==> src/rtl/regfile_mp_sb_if.sv <==
// Decode/writeback bus of the parametrised register file with scoreboard.
// The master side is the pipeline; the slave side is regfile_mp_sb.
interface regfile_mp_sb_if #(
    parameter int DATA_W = 32,
    parameter int ADDR_W = 5
);
    logic              clear_req;
    logic              busy;
    logic [ADDR_W-1:0] rd_addr1;
    logic [DATA_W-1:0] rd_data1;
    logic [ADDR_W-1:0] rd_addr2;
    logic [DATA_W-1:0] rd_data2;
    logic              wr_en;
    logic [ADDR_W-1:0] wr_addr;
    logic [DATA_W-1:0] wr_data;
    logic              sb_set_en;
    logic [ADDR_W-1:0] sb_set_addr;
    logic              sb_pend1;
    logic              sb_pend2;

    modport master (
        output clear_req, rd_addr1, rd_addr2, wr_en, wr_addr, wr_data,
               sb_set_en, sb_set_addr,
        input  busy, rd_data1, rd_data2, sb_pend1, sb_pend2
    );

    modport slave (
        input  clear_req, rd_addr1, rd_addr2, wr_en, wr_addr, wr_data,
               sb_set_en, sb_set_addr,
        output busy, rd_data1, rd_data2, sb_pend1, sb_pend2
    );
endinterface

==> src/rtl/regfile_mp_sb.sv <==
// 2-read/1-write register file with pending-write scoreboard and a sequenced clear sweep.
// Optional same-cycle write-to-read forwarding when REGFILE_BYPASS_EN is defined.
module regfile_mp_sb #(
    parameter int DATA_W   = 32,
    parameter int ADDR_W   = 5,
    parameter bit ZERO_REG = 1'b1
) (
    input  logic           clk,
    input  logic           reset,
    regfile_mp_sb_if.slave bus
);
    localparam int DEPTH = 2 ** ADDR_W;
    localparam logic [ADDR_W-1:0] LAST_IDX = ADDR_W'(DEPTH - 1);

    typedef enum logic [0:0] {
        S_IDLE  = 1'b0,
        S_CLEAR = 1'b1
    } state_t;

    state_t             state_q;
    logic [ADDR_W-1:0]  cnt_q;
    logic               busy_q;
    logic [DEPTH-1:0]   sb_q;
    logic [DEPTH-1:0]   sb_d;
    logic [DATA_W-1:0]  mem_q [DEPTH];

    logic               idle;
    logic               wr_ok;
    logic               set_ok;
    logic [ADDR_W-1:0]  rd_addr [2];

    assign idle   = (state_q == S_IDLE);
    assign wr_ok  = idle && bus.wr_en && !(ZERO_REG && (bus.wr_addr == '0));
    assign set_ok = idle && bus.sb_set_en && !(ZERO_REG && (bus.sb_set_addr == '0));

    assign rd_addr[0] = bus.rd_addr1;
    assign rd_addr[1] = bus.rd_addr2;

    // Set is applied after clear so a new producer supersedes a retiring one.
    always_comb begin
        sb_d = sb_q;
        if (wr_ok) begin
            sb_d[bus.wr_addr] = 1'b0;
        end
        if (set_ok) begin
            sb_d[bus.sb_set_addr] = 1'b1;
        end
        if (ZERO_REG) begin
            sb_d[0] = 1'b0;
        end
    end

    always_ff @(posedge clk or posedge reset) begin
        if (reset) begin
            state_q <= S_CLEAR;
            cnt_q   <= '0;
            busy_q  <= 1'b1;
            sb_q    <= '0;
        end else begin
            case (state_q)
                S_IDLE: begin
                    if (bus.clear_req) begin
                        state_q <= S_CLEAR;
                        cnt_q   <= '0;
                        busy_q  <= 1'b1;
                        sb_q    <= '0;
                    end else begin
                        sb_q <= sb_d;
                    end
                end
                S_CLEAR: begin
                    cnt_q <= cnt_q + 1'b1;
                    if (cnt_q == LAST_IDX) begin
                        state_q <= S_IDLE;
                        busy_q  <= 1'b0;
                    end
                end
                default: begin
                    state_q <= S_CLEAR;
                    cnt_q   <= '0;
                    busy_q  <= 1'b1;
                    sb_q    <= '0;
                end
            endcase
        end
    end

    // Storage has no reset; the sweep zeroes one entry per cycle instead.
    always_ff @(posedge clk) begin
        if (state_q == S_CLEAR) begin
            mem_q[cnt_q] <= '0;
        end else if (wr_ok) begin
            mem_q[bus.wr_addr] <= bus.wr_data;
        end
    end

    genvar gi;
    generate
        for (gi = 0; gi < 2; gi++) begin : g_rd
            logic              zero_hit;
            logic [DATA_W-1:0] data_c;
            logic              pend_c;

            assign zero_hit = ZERO_REG && (rd_addr[gi] == '0);

`ifdef REGFILE_BYPASS_EN
            logic fwd;
            assign fwd = wr_ok && (rd_addr[gi] == bus.wr_addr);

            always_comb begin
                data_c = '0;
                pend_c = 1'b0;
                if (idle && !zero_hit) begin
                    if (fwd) begin
                        data_c = bus.wr_data;
                        pend_c = set_ok && (bus.sb_set_addr == rd_addr[gi]);
                    end else begin
                        data_c = mem_q[rd_addr[gi]];
                        pend_c = sb_q[rd_addr[gi]];
                    end
                end
            end
`else
            always_comb begin
                data_c = '0;
                pend_c = 1'b0;
                if (idle && !zero_hit) begin
                    data_c = mem_q[rd_addr[gi]];
                    pend_c = sb_q[rd_addr[gi]];
                end
            end
`endif
        end
    endgenerate

    assign bus.busy     = busy_q;
    assign bus.rd_data1 = g_rd[0].data_c;
    assign bus.rd_data2 = g_rd[1].data_c;
    assign bus.sb_pend1 = g_rd[0].pend_c;
    assign bus.sb_pend2 = g_rd[1].pend_c;

endmodule
==> src/flat_wrapper.sv <==
// flat-port wrapper written by rule: the top's interface ports become plain ports
module regfile_mp_sb_flat 
#(
    parameter int DATA_W   = 32,
    parameter int ADDR_W   = 5,
    parameter bit ZERO_REG = 1'b1
)
  (clk, reset, bus_clear_req, bus_rd_addr1, bus_rd_addr2, bus_wr_en, bus_wr_addr, bus_wr_data, bus_sb_set_en, bus_sb_set_addr, bus_busy, bus_rd_data1, bus_rd_data2, bus_sb_pend1, bus_sb_pend2);
  regfile_mp_sb_if #(.DATA_W(DATA_W), .ADDR_W(ADDR_W)) bus_i ();
  input  logic clk;
  input  logic reset;
  input wire logic [$bits(bus_i.clear_req)-1:0] bus_clear_req;
  input wire logic [$bits(bus_i.rd_addr1)-1:0] bus_rd_addr1;
  input wire logic [$bits(bus_i.rd_addr2)-1:0] bus_rd_addr2;
  input wire logic [$bits(bus_i.wr_en)-1:0] bus_wr_en;
  input wire logic [$bits(bus_i.wr_addr)-1:0] bus_wr_addr;
  input wire logic [$bits(bus_i.wr_data)-1:0] bus_wr_data;
  input wire logic [$bits(bus_i.sb_set_en)-1:0] bus_sb_set_en;
  input wire logic [$bits(bus_i.sb_set_addr)-1:0] bus_sb_set_addr;
  output wire logic [$bits(bus_i.busy)-1:0] bus_busy;
  output wire logic [$bits(bus_i.rd_data1)-1:0] bus_rd_data1;
  output wire logic [$bits(bus_i.rd_data2)-1:0] bus_rd_data2;
  output wire logic [$bits(bus_i.sb_pend1)-1:0] bus_sb_pend1;
  output wire logic [$bits(bus_i.sb_pend2)-1:0] bus_sb_pend2;
  assign bus_i.clear_req = bus_clear_req;
  assign bus_i.rd_addr1 = bus_rd_addr1;
  assign bus_i.rd_addr2 = bus_rd_addr2;
  assign bus_i.wr_en = bus_wr_en;
  assign bus_i.wr_addr = bus_wr_addr;
  assign bus_i.wr_data = bus_wr_data;
  assign bus_i.sb_set_en = bus_sb_set_en;
  assign bus_i.sb_set_addr = bus_sb_set_addr;
  assign bus_busy = bus_i.busy;
  assign bus_rd_data1 = bus_i.rd_data1;
  assign bus_rd_data2 = bus_i.rd_data2;
  assign bus_sb_pend1 = bus_i.sb_pend1;
  assign bus_sb_pend2 = bus_i.sb_pend2;
  regfile_mp_sb #(.DATA_W(DATA_W), .ADDR_W(ADDR_W), .ZERO_REG(ZERO_REG)) u_core (.clk(clk), .reset(reset), .bus(bus_i));
endmodule
==> config.mk <==
export PLATFORM = sky130hd
export DESIGN_NAME = regfile_mp_sb_flat
export DESIGN_NICKNAME = d
export VERILOG_FILES = /design/src/rtl/regfile_mp_sb_if.sv /design/src/rtl/regfile_mp_sb.sv /design/src/flat_wrapper.sv
export SDC_FILE = /design/constraint.sdc
export NUM_CORES = 1
export LEC_CHECK = 0
export CORE_MARGIN = 5
export CORE_UTILIZATION = 45
export DETAILED_ROUTE_END_ITERATION = 8
export SETUP_SLACK_MARGIN = 0.3
export SLEW_MARGIN = 20
export SYNTH_ARGS = -nofsm -noshare
export SYNTH_HDL_FRONTEND = slang
export SYNTH_SLANG_ARGS = --single-unit
export TNS_END_PERCENT = 10
==> constraint.sdc <==
create_clock -name clk -period 8.05 [get_ports clk]
set_input_delay 1.61 -clock clk [delete_from_list [all_inputs] [get_ports clk]]
set_output_delay 1.61 -clock clk [all_outputs]
set_load 0.01 [all_outputs]
==> out/summary.log <==
qor: timing.max_freq 0.153 GHz
qor: timing.fin_worst_skew 16.7 ps
qor: timing.slew_headroom 18.0%
qor: cells_and_area.num-fill-cells 8533
qor: logic_synthesis.syn-cell-area 49400 µm²
qor: timing.worst_max_slew_pin_slew 1230 ps
qor: pwr.vdd_ir_drop_max 0.000173 V
qor: pwr.power.density_cell_area 263 nW/µm²
qor: setup_path.timing.critical_path.max_delay_family buffers and inverters
qor: cells_and_area.utilization 51.6%
qor: logic_synthesis.synth.cells.most_frequent 1024 x edfxtp_1, 393 x mux4_2, 281 x a22oi_1
qor: global_routing.maximum_number_of_pins_on_one_net_before_global_route_repair 73
qor: cts.clock_insertion_delay_worst_skew 690 ps
qor: floorplan.floorplan.initialDensity 45.3%
qor: drt.post_drt_wl_per_cell 37.4 µm
qor: setup_path.r2r_slack 4130 ps
qor: setup_path.arrival 4940 ps
qor: min_path.hold_path.class reg -> reg
qor: drt.overall_routed_net_length 163000 µm
qor: cts.cts-buffers-inserted 112
qor: setup_path.critical_path_class in -> out
qor: logic_synthesis.share_of_synthesized_area_occupied_by_flip_flops_and_latches 64.2%
qor: cells_and_area.syn_to_final_growth 13.7%
qor: floorplan.die_w 341 µm
qor: floorplan.fp.dieArea 116000 µm²
qor: cells_and_area.fin_cells 4358
qor: placement.buffer_ports.inserted 123
qor: floorplan.design.core.area 109000 µm²
qor: logic_synthesis.asyncSetResetFlopFracSynth 3.58%
qor: setup_path.timing.critical_path.cells clkdlybuf4s50_1, or3b_1, nor2_4, buf_4, a22oi_1, nand4_1, clkdlybuf4s50_1
qor: logic_synthesis.syn_avg_cell_area 18.0 µm²
qor: min_path.hold-path-cell-count 2
qor: cts.cts_tree built
qor: timing.report.final.hold_viol_count 0
qor: cts.cts.reportedPaths.clkPinSlew 60 ps
qor: logic_synthesis.synthesis.instances 2738
qor: floorplan.boundaryPins 124
qor: global_routing.antenna_found_initial 5
qor: setup_path.crit_path_max_incr_delay 800 ps
qor: placement.detailedPlace.worstSlack 1550 ps
qor: cts.number_of_hold_repair_buffers_added_at_the_cts_stage 0
qor: timing.layout_worst_path_cycle_share 81.3%
qor: placement.dp.cells 4156
qor: pwr.leakage 0.0184 µW
qor: cts.post_cts_resize_count 0
qor: placement.routabilityCongestion 0.843
qor: timing.fin_crit 6550 ps
qor: placement.detailedPlacementHpwl 94000 µm
qor: timing.setup_viol 0
qor: logic_synthesis.number_of_distinct_standard_cells_referenced_by_the_synthesized_netlist 61
qor: logic_synthesis.postSynthRegisterBits 1062
qor: floorplan.die_height 341 µm
qor: cells_and_area.post_route_cells_drive_above_1_share 24.7%
qor: min_path.whs_endpoint u_core.bus.busy
qor: setup_path.critical_path.endpoint_type output pin
qor: logic_synthesis.yosysWarnings 0
qor: logic_synthesis.most_used_standard_cell_by_instance_count_after_synthesis edfxtp_1
qor: logic_synthesis.synthesis.nets 2797
qor: setup_path.crit-reg2reg-launch u_core.state_q
qor: job.max_cap_violations 0
qor: cts.cts.root.buffer_cell clkbuf_16
qor: timing.grt_setup_unrepaired no
qor: drt.drc 0
qor: setup_path.worstPathRequired 6440 ps
qor: cts.clkSinkCount 1062
qor: setup_path.timing.critical_path.mode_cell clkdlybuf4s50_1
qor: global_routing.grt_overflow_total 0
qor: cts.postCtsSetupBuffers 0
qor: setup_path.biggest_fanout_along_the_worst_timing_path 18
qor: setup_path.crit_path_start_kind input pin
qor: drt.antenna_violating_nets_left 0
qor: logic_synthesis.synth_top_cells_by_area edfxtp_1 62%, mux4_2 18%, mux2i_1 5.6%, a22oi_1 4.3%, dfrtp_1 1.8%
qor: setup_path.crit_cells 7
qor: cts.h-tree-depth 3
qor: logic_synthesis.synth_ff_type edfxtp_1
qor: logic_synthesis.synth_top_area_share 62.3%
qor: timing.finalMaxSlewViolations 0
qor: logic_synthesis.synth_largest_area_cell edfxtp_1
qor: cts.clock_path_buffers 3
qor: cells_and_area.final_net_count 2916
qor: drt.avgViaCountPerCell 6.97
qor: timing.hold_ws 485 ps
qor: global_routing.grt_pass1_vias 30900
qor: drt.first_iter_violations 3812
qor: global_routing.grt_pass1_wl 229000 µm
qor: min_path.hold_start u_core.bus.busy
qor: setup_path.r2r.worst_path.cells 6
qor: setup_path.slowest_stage nor2_4
qor: run_status.outcome finished, final reports clean
qor: setup_path.critical_path_buf_inv_count 3
qor: drt.drt_pre_antenna_iters 6
qor: setup_path.regToRegEndpoint u_core.mem_q[20][25]
qor: global_routing.track_usage 27.7%
qor: logic_synthesis.synth_edf_count 1024
qor: timing.final.setup.tns 0 ps
qor: drt.vias 30400
qor: floorplan.num_rows 121
qor: timing.final_critical_path_setup_slack 1500 ps
-- per-layer routing --
layer	vias up	part of all wire, %	wire [µm]	GRT usage, %
met5	-	0	0	0
li1	11900	-	-	-
met4	0	5.0	8120	12.1
met1	16200	38	62000	37.1
met3	392	8.7	14100	4.78
met2	1822	48	78800	44.9
-- state kept, by name, indices dropped and copies added, names as in the netlist --
register / count
u_core.sb_q: 31
u_core.state_q: 1
u_core.bus.busy: 1
u_core.cnt_q: 5
u_core.mem_q: 1024
-- area by class of cell --
cell class	instances	area [µm²]	area share [%]
antenna	3	7.51	0.0134
clock buffer	137	3000	5.35
clock inverter	61	561	0.999
inverter	13	48.8	0.0869
multi-input combinational	1439	16900	30.1
sequential	1062	31700	56.5
tap	1414	1770	3.15
timing repair buffer	229	2170	3.86
-- worst max-delay path by stage --
stage / start / to / slack [ps]
after global routing: bus_rd_addr1[4] / bus_rd_data1[21] / 1470
after CTS: bus_rd_addr1[4] / bus_rd_data1[28] / 1550
after floorplan: bus_rd_addr1[0] / bus_rd_data1[11] / 3440
after global placement: bus_rd_addr1[4] / bus_rd_data1[26] / 1610
after detailed placement: bus_rd_addr1[4] / bus_rd_data1[28] / 1550
final: bus_rd_addr1[4] / bus_rd_data1[21] / 1500
-- worst reg2reg max path, cell delays in order, from the launching register on --
cell and delay [ps]:
dfstp_2 510, buf_4 500, inv_1 410, nor2_1 350, a21boi_2 330, nor2_4 980
buf_4 500
-- per-stage QoR --
stage / total power [µW] / instance area (µm²)
2_1_floorplan: 8480 / 49400
3_3_place_gp: 9620 / 52500
3_5_place_dp: 9730 / 52500
4_1_cts: 14800 / 56100
5_1_grt: 15200 / 56100
6_report: 14800 / 56100
-- cell families after synthesis --
| logic type | synth area share, % |
|---|---|
| AOI/OAI and AO/OA | 5.96 |
| adders and majority gates | 0.0507 |
| xor gates and xnor gates | 0.0355 |
| and+or+nand+nor | 3.75 |
| buffers and inverters | 2.38 |
| DFF | 64.2 |
| muxes | 23.6 |
-- placed cells by master (no fill, tap or decap), types with 6 or more instances in the layout --
cell type / instances
a21oi_1: 61
a22oi_1: 281
a32oi_1: 8
and2_1: 28
and2_2: 6
and3b_1: 6
buf_12: 10
buf_4: 97
bufinv_16: 11
clkbuf_1: 20
clkbuf_16: 117
clkdlybuf4s50_1: 117
clkinv_1: 29
clkinv_2: 17
dfrtp_1: 36
edfxtp_1: 1024
inv_1: 13
mux2i_1: 275
mux4_2: 393
nand2_1: 59
nand3_1: 73
nand4_1: 67
nor2_1: 8
nor2_4: 39
nor3b_1: 6
o211ai_1: 6
o21ai_0: 50
-- power by group --
part / internal [µW] / switching [µW]
clock network: 2970 / 2140
registers: 6850 / 287
logic: 842 / 1660
total: 10700 / 4090
No activity file was read; power rests on OpenSTA's default activity.
